$ cat config.mk
export PLATFORM = sky130hd
export DESIGN_NAME = serial_addsub
export DESIGN_NICKNAME = d
export VERILOG_FILES = /design/src/rtl/serial_addsub.sv
export SDC_FILE = /design/constraint.sdc
export NUM_CORES = 1
export LEC_CHECK = 0
export CELL_PAD_IN_SITES_DETAIL_PLACEMENT = 0
export CELL_PAD_IN_SITES_GLOBAL_PLACEMENT = 1
export CORE_MARGIN = 1.5
export CORE_UTILIZATION = 48
export DETAILED_ROUTE_END_ITERATION = 16
export DONT_BUFFER_PORTS = 1
export PLACE_DENSITY = 0.88
export SYNTH_ARGS = -nofsm -noshare
export SYNTH_HDL_FRONTEND = slang
export SYNTH_SLANG_ARGS = --single-unit
$ cat constraint.sdc
create_clock -name clk -period 1.8 [get_ports clk]
set_input_delay 0.18 -clock clk [delete_from_list [all_inputs] [get_ports clk]]
set_output_delay 0.18 -clock clk [all_outputs]
set_load 0.02 [all_outputs]
$ cat src/rtl/serial_addsub.sv
// Multi-cycle adder/subtractor that processes DIGIT bits per clock, LSB digit first.
// The carry is held in a register between slices, and a start/busy/done handshake wraps each operation.
module serial_addsub #(
   parameter int WIDTH = 8,
   parameter int DIGIT = 1
) (
   input  logic             clk,
   input  logic             rst,
   input  logic             start,
   input  logic             sub,
   input  logic [WIDTH-1:0] a,
   input  logic [WIDTH-1:0] b,
   input  logic             cin,
   output logic             busy,
   output logic             done,
   output logic [WIDTH-1:0] sum,
   output logic             cout,
   output logic             overflow
);

   localparam int STEPS = WIDTH / DIGIT;
   localparam int SW    = (STEPS > 1) ? $clog2(STEPS) : 1;

   if (WIDTH < 2 || DIGIT < 1 || (WIDTH % DIGIT) != 0) begin : g_param_check
      $error("serial_addsub: WIDTH must be >= 2 and divisible by DIGIT");
   end

   typedef enum logic {IDLE, RUN} state_t;

   state_t           state;
   logic [WIDTH-1:0] a_q, b_q, acc;
   logic             carry;
   logic [SW-1:0]    step;

   logic [DIGIT:0]   slice;
   logic [WIDTH-1:0] acc_next;
   logic             slice_ovf;
   logic             last;

   // NOTE: every signal driven here gets a value before any conditional logic, so no latch can be inferred.
   always_comb begin
      slice    = {1'b0, a_q[DIGIT-1:0]} + {1'b0, b_q[DIGIT-1:0]} + {{DIGIT{1'b0}}, carry};
      acc_next = acc >> DIGIT;
      acc_next[WIDTH-1 -: DIGIT] = slice[DIGIT-1:0];
      // Signed overflow: the top-bit operands agree in sign but the result bit does not.
      // This is equivalent to carry-into-MSB XOR carry-out.
      slice_ovf = (a_q[DIGIT-1] == b_q[DIGIT-1]) && (slice[DIGIT-1] != a_q[DIGIT-1]);
      last      = (step == SW'(STEPS - 1));
   end

   // NOTE: all state is written with non-blocking assignments so every register samples pre-edge values.
   always_ff @(posedge clk or posedge rst) begin
      if (rst) begin
         state    <= IDLE;
         a_q      <= '0;
         b_q      <= '0;
         acc      <= '0;
         carry    <= 1'b0;
         step     <= '0;
         busy     <= 1'b0;
         done     <= 1'b0;
         sum      <= '0;
         cout     <= 1'b0;
         overflow <= 1'b0;
      end else begin
         done <= 1'b0;
         case (state)
            IDLE: begin
               if (start) begin
                  // Subtraction is a + ~b + ~borrow_in.
                  a_q   <= a;
                  b_q   <= sub ? ~b : b;
                  carry <= sub ? ~cin : cin;
                  step  <= '0;
                  acc   <= '0;
                  busy  <= 1'b1;
                  state <= RUN;
               end
            end
            RUN: begin
               a_q   <= a_q >> DIGIT;
               b_q   <= b_q >> DIGIT;
               acc   <= acc_next;
               carry <= slice[DIGIT];
               step  <= step + 1'b1;
               if (last) begin
                  sum      <= acc_next;
                  cout     <= slice[DIGIT];
                  overflow <= slice_ovf;
                  done     <= 1'b1;
                  busy     <= 1'b0;
                  state    <= IDLE;
               end
            end
            default: state <= IDLE;
         endcase
      end
   end

endmodule

==> results.sh <==
export IMPL_timing_fmax_mhz=645
export IMPL_synth_xor_area_frac=0.0429
export IMPL_grt_first_pass_wirelength_mm=5.52
export IMPL_antennaDiodeCount=0
export IMPL_ff_latch_area_um2=1000
export IMPL_cts_hold_buf=2
export IMPL_status="finished clean"
export IMPL_cp_max_fo=4
export IMPL_synth_fa_ha_area_frac=0.0313
export IMPL_cts_buffers=5
export IMPL_fp_dieW_um=64.9
export IMPL_ys_types=25
export IMPL_synth_compound_area_frac=0.0994
export IMPL_p_total_w=0.00323
export IMPL_die_y_um=64.9
export IMPL_syn_num_nets=187
export IMPL_ios=33
export IMPL_fin_crit_ns=1.55
export IMPL_cp_slowest_cell="fa_1"
export IMPL_avgSynthCellArea_um2=11.3
export IMPL_rows=22
export IMPL_place_area_um2=1820
export IMPL_cap_viol_max_count=0
export IMPL_swShare=0.373
export IMPL_grt_pass1_vias=1163
export IMPL_cts_sinks=40
export IMPL_synth_ff_latch_count=40
export IMPL_cts_max_path_buffers=2
export IMPL_cts_tree="done"
export IMPL_post_cts_buffers=0
export IMPL_wl_per_cell_um=15.2
export IMPL_fin_skew_ns=0.00632
export IMPL_setup_viol=0
export IMPL_final_cell_area_um2=1940
export IMPL_syn_to_final_growth_pct=5.72
export IMPL_antenna_found_initial=0
export IMPL_htreeDepth=2
export IMPL_path_class="reg2reg"
export IMPL_gp_congestion=0.730
export IMPL_ant_nets=0
export IMPL_rsz0062_at_grt="no"
export IMPL_cts_root_buffer="clkbuf_8"
export IMPL_portBuffers=0
export IMPL_drt_pass1_iter_count=4
export IMPL_relSlewSlack=0.674
export IMPL_fin_tns_setup_ns=0
export IMPL_crit_chain="inv_1 -> fa_1 -> or3_1 -> a31oi_1"
export IMPL_power_leakage_nw=0.931
export IMPL_syn_inst=162
export IMPL_slowest_delay_ns=0.53
export IMPL_irDropWorstVdd_uv=712
export IMPL_cell_internal_pwr_w=0.00203
export IMPL_wl_mm=3.22
export IMPL_gr_total_overflow=0
export IMPL_muxShareOfSynthArea=0.140
export IMPL_min_delay_path_class="in2reg"
export IMPL_yosys_warnings=0
export IMPL_start_kind="flip-flop"
export IMPL_synth_area_um2=1840
export IMPL_finalCritPeriodShare=0.861
export IMPL_grt_max_degree=41
export IMPL_multiInputGateArea_um2=721
export IMPL_setup_ws_ns=0.250
export IMPL_clockPowerShare=0.186
export IMPL_synth_simple_gate_area_share=0.0783
export IMPL_clkTransAtPathRegs_ns=0.07
export IMPL_routed_via_density=5.37
export IMPL_p_comb_frac=0.281
export IMPL_initialDrtViolationCount=97
export IMPL_p_seq_frac=0.533
export IMPL_initial_utilization=0.502
export IMPL_switchingPower_w=0.00120
export IMPL_cp_required_ns=2.02
export IMPL_tightest_slew_ns=0.488
export IMPL_core_area_um2=3660
export IMPL_critPathCaptureType="flip-flop"
export IMPL_post_cts_resized=0
export IMPL_vias=1138
export IMPL_cp_arrival_ns=1.77
export IMPL_fillers=319
export IMPL_drc_errors=0
export IMPL_place_inst=201
export IMPL_nNetsFinal=188
export IMPL_final_cells=212
export IMPL_dieArea_um2=4210
export IMPL_hpwl_mm=2.20
export IMPL_place_ws_ns=0.255
export IMPL_track_usage=0.174
export IMPL_clock_latency_ns=0.29
export IMPL_synth_top_family_by_area="multiplexers"
export IMPL_drive_above_1_share=0.0976
export IMPL_drv_slew=0
export IMPL_hold_viol=0
export IMPL_seq_area_frac_synth=0.545
export IMPL_powerDensity_nw_per_um2=1660
## logic make-up after synthesis
family | count (synthesis)
flops | 40
simple gates | 35
fa+ha+maj | 4
compound gates | 33
mux | 23
buf+inv | 18
xor+xnor | 9
## power groups by stage
| stage | combinational, W | sequential, W | clock [W] |
|---|---|---|---|
| after global routing | 0.00105 | 0.00177 | 0.000666 |
| after global placement | 0.000845 | 0.00171 | 0 |
| final | 0.000906 | 0.00172 | 0.000602 |
| after detailed placement | 0.000908 | 0.00174 | 0 |
| after CTS | 0.000920 | 0.00173 | 0.000619 |
| after floorplan | 0.000858 | 0.00162 | 0 |
## layer usage
layer | global-route usage | share of wire | vias up
met5 | 0 | 0 | -
met4 | 0.0798 | 0.021 | 0
met3 | 0.0660 | 0.066 | 7
met2 | 0.272 | 0.48 | 27
met1 | 0.213 | 0.43 | 562
li1 | - | - | 542
## Yosys cell counts, drive strengths merged
cell	instances	area share
dfrtp	40	0.54
nand2	28	0.061
o21ai	23	0.063
mux2i	16	0.087
buf	10	0.047
xor2	8	0.038
inv	7	0.014
mux2	7	0.053
nor2	4	0.0082
a21oi	3	0.0082
a22o	3	0.014
ha	3	0.020
nand3	2	0.0054
o22ai	2	0.0068
a211oi	1	0.0041
a31oi	1	0.0034
clkbuf	1	0.0020
fa	1	0.011
or3	1	0.0034
xnor2	1	0.0048
## per-stage QoR
stage          hold slack [ns]  utilization
2_1_floorplan            0.336            -
3_3_place_gp             0.214        0.498
3_5_place_dp             0.230        0.498
4_1_cts                0.00228        0.528
5_1_grt                 0.0329        0.531
6_report               0.00259        0.531
## cell usage in the layout, fill, tap and decap left out
| cell | count |
|---|---|
| dfrtp_1 | 40 |
| nand2_1 | 27 |
| o21ai_0 | 23 |
| mux2i_1 | 16 |
| xor2_1 | 8 |
| inv_1 | 7 |
| clkbuf_8 | 6 |
| mux2_4 | 5 |
| nor2_1 | 4 |
| a21oi_1 | 3 |
| a22o_1 | 3 |
| ha_1 | 3 |
| dlygate4sd3_1 | 3 |
| o22ai_1 | 2 |
| nand3_1 | 2 |
| mux2_2 | 2 |
| clkbuf_1 | 2 |
| buf_4 | 2 |
| xnor2_1 | 1 |
| a211oi_1 | 1 |
| nand2_4 | 1 |
| or3_1 | 1 |
| a31oi_1 | 1 |
| fa_1 | 1 |
## path summary, 6_finish.rpt
| kind | from | endpoint | slack [ns] | cells past startpoint |
|---|---|---|---|---|
| max | a_q[0] | overflow | 0.25 | 4 |
| min | start | acc[2] | 0.003 | 1 |
| max reg2reg | a_q[0] | overflow | 0.25 | 4 |
| min reg2reg | b_q[3] | b_q[2] | 0.49 | 2 |
| max in group asynchronous | rst | b_q[7] | 1.01 | 3 |
| min in group asynchronous | rst | acc[6] | 0.44 | 3 |
## sequential cells by signal (all words and copies together), names as in the netlist
name      cells
a_q           8
b_q           8
sum           8
acc           7
step          3
busy          1
carry         1
cout          1
done          1
overflow      1
state         1
## cell type report
cell class	count	area share
sequential	40	0.515
clock buffer	8	0.0464
tap	48	0.0309
timing repair buffer	5	0.0232
multi-input combinational	104	0.371
inverter	7	0.0135
## worst max-delay path, delay by kind of cell, from the launching register on
kind / cells / cell delay (ns)
adders and majority gates: 1 / 0.53
and+or+nand+nor: 1 / 0.33
buffers and inverters: 1 / 0.07
AOI/OAI and AO/OA: 1 / 0.17
DFF: 1 / 0.38
No activity file was read; power rests on OpenSTA's default activity.
